File: config.mk
export PLATFORM = sky130hd
export DESIGN_NAME = usb_word_packetizer_flat
export DESIGN_NICKNAME = d
export VERILOG_FILES = /design/src/rtl/usb_pkt_pkg.sv /design/src/rtl/usb_word_packetizer_if.sv /design/src/rtl/usb_byte_shifter.sv /design/src/rtl/usb_word_packetizer.sv /design/src/flat_wrapper.sv
export SDC_FILE = /design/constraint.sdc
export NUM_CORES = 1
export LEC_CHECK = 0
export BUFFER_PORTS_ARGS = -buffer_cell sky130_fd_sc_hd__buf_2
export CAP_MARGIN = 10
export CORE_AREA = 2 2 119 121
export CTS_BUF_LIST = sky130_fd_sc_hd__clkbuf_8
export CTS_CLUSTER_DIAMETER = 100
export DETAILED_ROUTE_END_ITERATION = 6
export DIE_AREA = 0 0 121 123
export MAX_ROUTING_LAYER = met4
export PLACE_DENSITY_LB_ADDON = 0.3
export SLEW_MARGIN = 20
export SYNTH_ARGS = -nofsm -noshare
export SYNTH_HDL_FRONTEND = slang
export SYNTH_SLANG_ARGS = --single-unit
export TNS_END_PERCENT = 5
File: constraint.sdc
create_clock -name clk -period 3.55 [get_ports clk]
set_clock_uncertainty 0.15 [all_clocks]
set_input_delay 0.5325 -clock clk [delete_from_list [all_inputs] [get_ports clk]]
set_output_delay 0.5325 -clock clk [all_outputs]
set_load 0.01 [all_outputs]
File: src/rtl/usb_pkt_pkg.sv
// -----------------------------------------------------------------------------
// usb_pkt_pkg
// Shared types and helpers for the USB word packetizer.
//   BYTE_W            : width of one USB byte lane
//   tx_state_t        : TX FSM encoding (CHK only reached with USB_PKT_CHECKSUM_EN)
//   xor_reduce_bytes  : XOR of the low nbytes bytes of a 64-bit value
// -----------------------------------------------------------------------------
package usb_pkt_pkg;

   localparam int unsigned BYTE_W = 8;

   typedef enum logic [1:0] {
      IDLE = 2'd0,
      SEND = 2'd1,
      CHK  = 2'd2
   } tx_state_t;

   function automatic logic [BYTE_W-1:0] xor_reduce_bytes(input logic [63:0] data,
                                                          input int unsigned nbytes);
      logic [BYTE_W-1:0] acc;
      acc = '0;
      for (int unsigned i = 0; i < 8; i++) begin
         if (i < nbytes) acc = acc ^ data[i*BYTE_W +: BYTE_W];
      end
      return acc;
   endfunction

endpackage

File: src/rtl/usb_word_packetizer_if.sv
// -----------------------------------------------------------------------------
// usb_word_packetizer_if
// Word-side and byte-side signals of the USB word packetizer.
//   slave  : the packetizer itself
//   master : the environment (averaging datapath + USB byte layer)
// Word side : output_ready, average_data, tx_busy, stock_data, data_ready, rx_error
// Byte TX   : tx_data, tx_valid, tx_ready, tx_new_packet
// Byte RX   : rx_data, rx_valid, rx_new_packet
// -----------------------------------------------------------------------------
interface usb_word_packetizer_if #(
   parameter int unsigned WORD_BYTES = 4
);
   localparam int unsigned W = WORD_BYTES * 8;

   logic         output_ready;
   logic [W-1:0] average_data;
   logic         tx_busy;
   logic [7:0]   tx_data;
   logic         tx_valid;
   logic         tx_ready;
   logic         tx_new_packet;
   logic [7:0]   rx_data;
   logic         rx_valid;
   logic         rx_new_packet;
   logic [W-1:0] stock_data;
   logic         data_ready;
   logic         rx_error;

   modport slave (
      input  output_ready, average_data, tx_ready, rx_data, rx_valid, rx_new_packet,
      output tx_busy, tx_data, tx_valid, tx_new_packet, stock_data, data_ready, rx_error
   );

   modport master (
      output output_ready, average_data, tx_ready, rx_data, rx_valid, rx_new_packet,
      input  tx_busy, tx_data, tx_valid, tx_new_packet, stock_data, data_ready, rx_error
   );

endinterface

File: src/rtl/usb_byte_shifter.sv
// -----------------------------------------------------------------------------
// usb_byte_shifter
// W-bit load / shift-by-one-byte register presenting the current byte.
//   clk_i, n_rst_i : clock, async active-low reset
//   load_i, data_i : parallel load (has priority over shift)
//   shift_i        : drop the current byte, expose the next one
//   byte_o         : current byte (low byte if LSB_FIRST!=0, else high byte)
// -----------------------------------------------------------------------------
module usb_byte_shifter
   import usb_pkt_pkg::*;
#(
   parameter int unsigned W         = 32,
   parameter int unsigned LSB_FIRST = 1
) (
   input  logic              clk_i,
   input  logic              n_rst_i,
   input  logic              load_i,
   input  logic              shift_i,
   input  logic [W-1:0]      data_i,
   output logic [BYTE_W-1:0] byte_o
);

   logic [W-1:0] sh_q, sh_d;

   always_comb begin
      sh_d = sh_q;
      if (load_i) begin
         sh_d = data_i;
      end else if (shift_i) begin
         sh_d = (LSB_FIRST != 0) ? (sh_q >> BYTE_W) : (sh_q << BYTE_W);
      end
   end

   always_ff @(posedge clk_i or negedge n_rst_i) begin
      if (!n_rst_i) sh_q <= '0;
      else          sh_q <= sh_d;
   end

   assign byte_o = (LSB_FIRST != 0) ? sh_q[BYTE_W-1:0] : sh_q[W-1 -: BYTE_W];

endmodule

File: src/rtl/usb_word_packetizer.sv
// -----------------------------------------------------------------------------
// usb_word_packetizer
// Bridges WORD_BYTES-wide words and the byte-level USB packet layer.
//   clk, n_rst : clock (rising edge), asynchronous active-low reset
//   bus        : usb_word_packetizer_if.slave
//     TX: output_ready/average_data load a word (only while tx_busy=0); it is
//         sent as WORD_BYTES bytes on tx_data/tx_valid/tx_ready, the first one
//         flagged with tx_new_packet.
//     RX: rx_data/rx_valid/rx_new_packet bytes are assembled into stock_data;
//         data_ready pulses on a complete word, rx_error on framing errors.
// Optional build macro USB_PKT_CHECKSUM_EN: one extra XOR checksum byte per
// word in both directions; a bad RX checksum raises rx_error instead of
// data_ready.
// -----------------------------------------------------------------------------
module usb_word_packetizer
   import usb_pkt_pkg::*;
#(
   parameter int unsigned WORD_BYTES = 4,
   parameter int unsigned LSB_FIRST  = 1
) (
   input  logic                  clk,
   input  logic                  n_rst,
   usb_word_packetizer_if.slave  bus
);

   localparam int unsigned W     = WORD_BYTES * BYTE_W;
   localparam int unsigned CNT_W = 4;

   // ---------------------------------------------------------------- TX path
   tx_state_t          state_q, state_d;
   logic [CNT_W-1:0]   tx_cnt_q, tx_cnt_d;
   logic               sh_load, sh_shift;
   logic [BYTE_W-1:0]  sh_byte;
`ifdef USB_PKT_CHECKSUM_EN
   logic [BYTE_W-1:0]  chk_q, chk_d;
`endif

   usb_byte_shifter #(
      .W         (W),
      .LSB_FIRST (LSB_FIRST)
   ) u_tx_shifter (
      .clk_i   (clk),
      .n_rst_i (n_rst),
      .load_i  (sh_load),
      .shift_i (sh_shift),
      .data_i  (bus.average_data),
      .byte_o  (sh_byte)
   );

   always_comb begin
      state_d  = state_q;
      tx_cnt_d = tx_cnt_q;
      sh_load  = 1'b0;
      sh_shift = 1'b0;
`ifdef USB_PKT_CHECKSUM_EN
      chk_d    = chk_q;
`endif
      case (state_q)
         IDLE: begin
            if (bus.output_ready) begin
               sh_load  = 1'b1;
               tx_cnt_d = '0;
               state_d  = SEND;
`ifdef USB_PKT_CHECKSUM_EN
               chk_d    = xor_reduce_bytes(64'(bus.average_data), WORD_BYTES);
`endif
            end
         end
         SEND: begin
            if (bus.tx_ready) begin
               sh_shift = 1'b1;
               if (tx_cnt_q == CNT_W'(WORD_BYTES - 1)) begin
                  tx_cnt_d = '0;
`ifdef USB_PKT_CHECKSUM_EN
                  state_d  = CHK;
`else
                  state_d  = IDLE;
`endif
               end else begin
                  tx_cnt_d = tx_cnt_q + CNT_W'(1);
               end
            end
         end
`ifdef USB_PKT_CHECKSUM_EN
         CHK: begin
            if (bus.tx_ready) state_d = IDLE;
         end
`endif
         default: state_d = IDLE;
      endcase
   end

   always_ff @(posedge clk or negedge n_rst) begin
      if (!n_rst) begin
         state_q  <= IDLE;
         tx_cnt_q <= '0;
`ifdef USB_PKT_CHECKSUM_EN
         chk_q    <= '0;
`endif
      end else begin
         state_q  <= state_d;
         tx_cnt_q <= tx_cnt_d;
`ifdef USB_PKT_CHECKSUM_EN
         chk_q    <= chk_d;
`endif
      end
   end

   // Outputs decode the registered state only, so reset clears them at once.
   assign bus.tx_valid      = (state_q != IDLE);
   assign bus.tx_busy       = (state_q != IDLE);
   assign bus.tx_new_packet = (state_q == SEND) && (tx_cnt_q == '0);
`ifdef USB_PKT_CHECKSUM_EN
   assign bus.tx_data = (state_q == SEND) ? sh_byte :
                        ((state_q == CHK) ? chk_q : '0);
`else
   assign bus.tx_data = (state_q == SEND) ? sh_byte : '0;
`endif

   // ---------------------------------------------------------------- RX path
   logic [CNT_W-1:0] rx_cnt_q, rx_cnt_d, rx_pos;
   logic [W-1:0]     asm_q, asm_d, rx_placed;
   logic [W-1:0]     stock_q, stock_d;
   logic             ready_q, ready_d;
   logic             err_q, err_d;

   // A new-packet byte restarts from an empty word at position 0, which is
   // what discards any partial word in progress.
   always_comb begin
      rx_pos    = bus.rx_new_packet ? '0 : rx_cnt_q;
      rx_placed = bus.rx_new_packet ? '0 : asm_q;
      for (int unsigned i = 0; i < WORD_BYTES; i++) begin
         if (rx_pos == CNT_W'(i)) begin
            rx_placed[((LSB_FIRST != 0) ? i : (WORD_BYTES - 1 - i))*BYTE_W +: BYTE_W] = bus.rx_data;
         end
      end
   end

   always_comb begin
      rx_cnt_d = rx_cnt_q;
      asm_d    = asm_q;
      stock_d  = stock_q;
      ready_d  = 1'b0;
      err_d    = 1'b0;
      if (bus.rx_valid) begin
         if (bus.rx_new_packet) err_d = (rx_cnt_q != '0);
         else if (rx_cnt_q == '0) err_d = 1'b1;

         if (bus.rx_new_packet || (rx_cnt_q != '0)) begin
`ifdef USB_PKT_CHECKSUM_EN
            if (rx_pos == CNT_W'(WORD_BYTES)) begin
               rx_cnt_d = '0;
               if (bus.rx_data == xor_reduce_bytes(64'(asm_q), WORD_BYTES)) begin
                  stock_d = asm_q;
                  ready_d = 1'b1;
               end else begin
                  err_d   = 1'b1;
               end
            end else begin
               asm_d    = rx_placed;
               rx_cnt_d = rx_pos + CNT_W'(1);
            end
`else
            asm_d = rx_placed;
            if (rx_pos == CNT_W'(WORD_BYTES - 1)) begin
               stock_d  = rx_placed;
               ready_d  = 1'b1;
               rx_cnt_d = '0;
            end else begin
               rx_cnt_d = rx_pos + CNT_W'(1);
            end
`endif
         end
      end
   end

   always_ff @(posedge clk or negedge n_rst) begin
      if (!n_rst) begin
         rx_cnt_q <= '0;
         asm_q    <= '0;
         stock_q  <= '0;
         ready_q  <= 1'b0;
         err_q    <= 1'b0;
      end else begin
         rx_cnt_q <= rx_cnt_d;
         asm_q    <= asm_d;
         stock_q  <= stock_d;
         ready_q  <= ready_d;
         err_q    <= err_d;
      end
   end

   assign bus.stock_data = stock_q;
   assign bus.data_ready = ready_q;
   assign bus.rx_error   = err_q;

endmodule

File: src/flat_wrapper.sv
// flat-port wrapper written by rule: the top's interface ports become plain ports
module usb_word_packetizer_flat import usb_pkt_pkg::*;
#(
   parameter int unsigned WORD_BYTES = 4,
   parameter int unsigned LSB_FIRST  = 1
)
  (clk, n_rst, bus_output_ready, bus_average_data, bus_tx_ready, bus_rx_data, bus_rx_valid, bus_rx_new_packet, bus_tx_busy, bus_tx_data, bus_tx_valid, bus_tx_new_packet, bus_stock_data, bus_data_ready, bus_rx_error);
  usb_word_packetizer_if #(.WORD_BYTES(WORD_BYTES)) bus_i ();
  input  logic clk;
  input  logic n_rst;
  input wire logic [$bits(bus_i.output_ready)-1:0] bus_output_ready;
  input wire logic [$bits(bus_i.average_data)-1:0] bus_average_data;
  input wire logic [$bits(bus_i.tx_ready)-1:0] bus_tx_ready;
  input wire logic [$bits(bus_i.rx_data)-1:0] bus_rx_data;
  input wire logic [$bits(bus_i.rx_valid)-1:0] bus_rx_valid;
  input wire logic [$bits(bus_i.rx_new_packet)-1:0] bus_rx_new_packet;
  output wire logic [$bits(bus_i.tx_busy)-1:0] bus_tx_busy;
  output wire logic [$bits(bus_i.tx_data)-1:0] bus_tx_data;
  output wire logic [$bits(bus_i.tx_valid)-1:0] bus_tx_valid;
  output wire logic [$bits(bus_i.tx_new_packet)-1:0] bus_tx_new_packet;
  output wire logic [$bits(bus_i.stock_data)-1:0] bus_stock_data;
  output wire logic [$bits(bus_i.data_ready)-1:0] bus_data_ready;
  output wire logic [$bits(bus_i.rx_error)-1:0] bus_rx_error;
  assign bus_i.output_ready = bus_output_ready;
  assign bus_i.average_data = bus_average_data;
  assign bus_i.tx_ready = bus_tx_ready;
  assign bus_i.rx_data = bus_rx_data;
  assign bus_i.rx_valid = bus_rx_valid;
  assign bus_i.rx_new_packet = bus_rx_new_packet;
  assign bus_tx_busy = bus_i.tx_busy;
  assign bus_tx_data = bus_i.tx_data;
  assign bus_tx_valid = bus_i.tx_valid;
  assign bus_tx_new_packet = bus_i.tx_new_packet;
  assign bus_stock_data = bus_i.stock_data;
  assign bus_data_ready = bus_i.data_ready;
  assign bus_rx_error = bus_i.rx_error;
  usb_word_packetizer #(.WORD_BYTES(WORD_BYTES), .LSB_FIRST(LSB_FIRST)) u_core (.clk(clk), .n_rst(n_rst), .bus(bus_i));
endmodule
==> flow_summary.yaml <==
run_status:
  run_status: "complete, no violations"
flow_run:
  drv.max_cap_violation_count: 0
route:
  firstDrtPassIters: 5
  wl_per_cell_um: 15.1
  detail_route.iter0.violations: 265
  remaining_drc_errors: 0
  drtAntennaViolNets: 0
  postRouteWirelength_um: 10500
  vias_per_cell: 4.96
  vias: 3445
cts:
  clock-root-buffer: "sky130_fd_sc_hd__clkbuf_8"
  cts.hold.buffers_added: 0
  cts.repair_timing.setup_buffer_count: 0
  worstSkewPairLatency_ns: 0.37
  ctsHtreeMaxLevel: 3
  clock_tree.buffer_depth: 2
  cts.sink_count: 99
  tritoncts: "built"
  worst_setup_hold_path_clk_slew_ns: 0.10
  cts_made_buffers: 9
  cts.repair.resized: 0
place:
  port_buffers: 90
  placed_cells: 679
  pre_cts_ws_ns: 0.900
  hpwl_um: 7400
  gpl.final_weighted_congestion: 0.841
synthesis:
  average_footprint_of_a_synthesized_cell_um2: 10.6
  synth-main-ff-cell: "sky130_fd_sc_hd__dfrtp_1"
  post_synthesis_cell_type_count: 41
  synthTopCellsByCount: "sky130_fd_sc_hd__dfrtp_1 (99), sky130_fd_sc_hd__nand2_1 (90), sky130_fd_sc_hd__nor2_1 (26), sky130_fd_sc_hd__a31oi_1 (24), sky130_fd_sc_hd__clkbuf_1 (18)"
  yosysSeqAreaShare: 0.529
  cells_taking_the_most_area_after_synthesis: "sky130_fd_sc_hd__dfrtp_1 (53%), sky130_fd_sc_hd__nand2_1 (7.2%), sky130_fd_sc_hd__mux2_4 (5.1%)"
  share_of_synthesized_flip_flops_with_an_asynchronous_set_or_reset: 1.00
  mappedNetlistArea_um2: 4680
  synthesis.yosys.warnings: 0
  number_of_enable_flip_flop_cells_after_synthesis: 0
  synth.ff_latch_count: 99
  synth_top_cell_by_area: "sky130_fd_sc_hd__dfrtp_1"
  netlist_instances: 441
  yosysMostFrequentCell: "sky130_fd_sc_hd__dfrtp_1"
  netlist.area_leader.share: 0.529
  mappedNetlistNets: 491
die:
  core-area_um2: 13600
  placementRows: 43
  num_io_pins: 91
  die_w_um: 121
  dieArea_um2: 14900
  floorplan.initialDensity: 0.344
  die_h_um: 123
worst_setup_path:
  crit_chain: "nor4_1 > ha_1 > nor2b_1 > nand3_4 > buf_4 > mux2_2"
  timing.critical_path.buf_inv: 1
  slowest_stage: "sky130_fd_sc_hd__dfrtp_1"
  crit_arrival_ns: 2.60
  timing.critical_path.to_type: "register"
  cp_max_stage_delay_ns: 0.53
  worstPathMaxFanout: 14
  crit_path_start_kind: "register"
  criticalPathCategory: "reg -> reg"
  crit_family: "simple AND/OR/NAND/NOR gates"
  worstPathRequired_ns: 3.67
sta:
  max_freq_mhz: 404
  slew-limit-headroom: 0.318
  timing.final.crit_share: 0.697
  setup_ws_ns: 1.07
  total_negative_setup_slack_ns: 0
  finalHoldViolCount: 0
  layout_min_cycle_time_ns: 2.48
  finalSetupViolations: 0
  grt_setup_unrepaired: "false"
  worst-slew-pin-transition_ns: 1.02
  final_max_slew_viol_count: 0
pwr:
  max-vdd-ir-drop_uv: 380
  power.static_leakage_nw: 2.70
  pwr_density_cell_nw_per_um2: 718
global_routing:
  vias_in_the_first_global_route: 3256
  grt_start_max_net_pins: 63
  gr-usage-all-layers: 0.150
  grt_first_pass_wirelength_um: 16900
  globalRoute.totalOverflow: 0
  antenna_found_initial: 0
final_layout:
  final_nets: 560
  antennaDiodeCount: 0
  instances_no_fill: 695
  final_core_util: 0.400
  layout-area-overhead-vs-synth_pct: 16.2
  drive_gt1_frac: 0.291
hold_path:
  hold_class: "in -> async"
-- report_power, final --
part	total [mW]	switching, mW	leakage, nW	internal, mW
Sequential	1.83	0.281	1.29	1.54
Combinational	1.34	0.663	1.31	0.678
Clock	0.741	0.410	0.0998	0.331
-- path summary, 6_finish.rpt --
path | from | to | slack [ns] | cells past startpoint
hold / removal | n_rst | u_core.u_tx_shifter.sh_q[2] | 0.08 | 1
setup reg to reg | u_core.rx_cnt_q[2] | u_core.bus.stock_data[15] | 1.07 | 6
setup / recovery | u_core.rx_cnt_q[2] | u_core.bus.stock_data[15] | 1.07 | 6
min in group clk | bus_average_data[30] | u_core.u_tx_shifter.sh_q[30] | 0.23 | 3
max in group asynchronous | n_rst | u_core.bus.data_ready | 2.48 | 2
hold reg to reg | u_core.asm_q[3] | u_core.asm_q[3] | 0.36 | 1
-- metrics by stage --
stage / power [mW] / cell area, um2 / hold slack, ns
6_report: 3.91 / 5440 / 0.0823
5_1_grt: 4.21 / 5440 / 0.118
4_1_cts: 3.96 / 5430 / 0.0918
3_5_place_dp: 3.20 / 5230 / 0.336
3_3_place_gp: 3.15 / 5230 / 0.335
2_1_floorplan: 2.75 / 4680 / 0.0869
-- metal layers --
metal / global-route usage / wire length (um) / up-vias
met5: - / 0 / -
met4: 0.0545 / 99 / 0
met3: 0.0323 / 478 / 7
met2: 0.232 / 4990 / 80
met1: 0.195 / 4920 / 1684
li1: - / - / 1674
-- worst reg2reg max path: stages, from the launching register on --
cell and delay (ns):
sky130_fd_sc_hd__dfrtp_1 0.53, sky130_fd_sc_hd__nor4_1 0.29, sky130_fd_sc_hd__ha_1 0.36, sky130_fd_sc_hd__nor2b_1 0.14, sky130_fd_sc_hd__nand3_4 0.24, sky130_fd_sc_hd__buf_4 0.30, sky130_fd_sc_hd__mux2_2 0.37
-- flip-flops by register name, indices dropped and copies added, names as in the netlist --
signal	count
u_core.asm_q	24
u_core.bus.data_ready	1
u_core.bus.rx_error	1
u_core.bus.stock_data	32
u_core.rx_cnt_q	4
u_core.state_q	1
u_core.tx_cnt_q	4
u_core.u_tx_shifter.sh_q	32
-- cell usage in the layout, fill, tap and decap left out, types with 2 or more instances in the layout --
cell type                  count
sky130_fd_sc_hd__a22o_1       15
sky130_fd_sc_hd__dfrtp_1      99
sky130_fd_sc_hd__mux2_2       13
sky130_fd_sc_hd__buf_2        89
sky130_fd_sc_hd__clkinv_4      3
sky130_fd_sc_hd__mux2i_1      10
sky130_fd_sc_hd__and3b_1       8
sky130_fd_sc_hd__nor4b_4       2
sky130_fd_sc_hd__and3_1        8
sky130_fd_sc_hd__a21oi_1       9
sky130_fd_sc_hd__and2_1        9
sky130_fd_sc_hd__o32ai_1       8
sky130_fd_sc_hd__inv_1        11
sky130_fd_sc_hd__nor2b_1       3
sky130_fd_sc_hd__nor3b_1      11
sky130_fd_sc_hd__nand2_1      90
sky130_fd_sc_hd__buf_4         7
sky130_fd_sc_hd__nor2_1       26
sky130_fd_sc_hd__a31oi_1      24
sky130_fd_sc_hd__o21ai_0      10
sky130_fd_sc_hd__ha_1          4
sky130_fd_sc_hd__nor3_1        2
sky130_fd_sc_hd__nor3b_2       2
sky130_fd_sc_hd__mux2_4       16
sky130_fd_sc_hd__a221o_1       8
sky130_fd_sc_hd__clkbuf_8      9
-- cell type report --
| type | instances | area (um2) |
|---|---|---|
| fill | 1347 | 8170 |
| sequential | 99 | 2480 |
| multi-input combinational | 291 | 1970 |
| timing repair buffer | 97 | 518 |
| tap | 180 | 225 |
| clock buffer | 9 | 124 |
| clock inverter | 7 | 77.6 |
| inverter | 12 | 45.0 |
-- kinds of logic after synthesis --
logic type,share of synthesized area
AO/OA/AOI/OAI,0.119
XOR/XNOR,0.00187
adder cells (fa/ha/maj),0.0107
buffers and inverters,0.0532
flip-flops,0.529
multiplexers,0.104
AND/OR/NAND/NOR,0.182
Note: power is estimated with default switching activity, not from simulation.
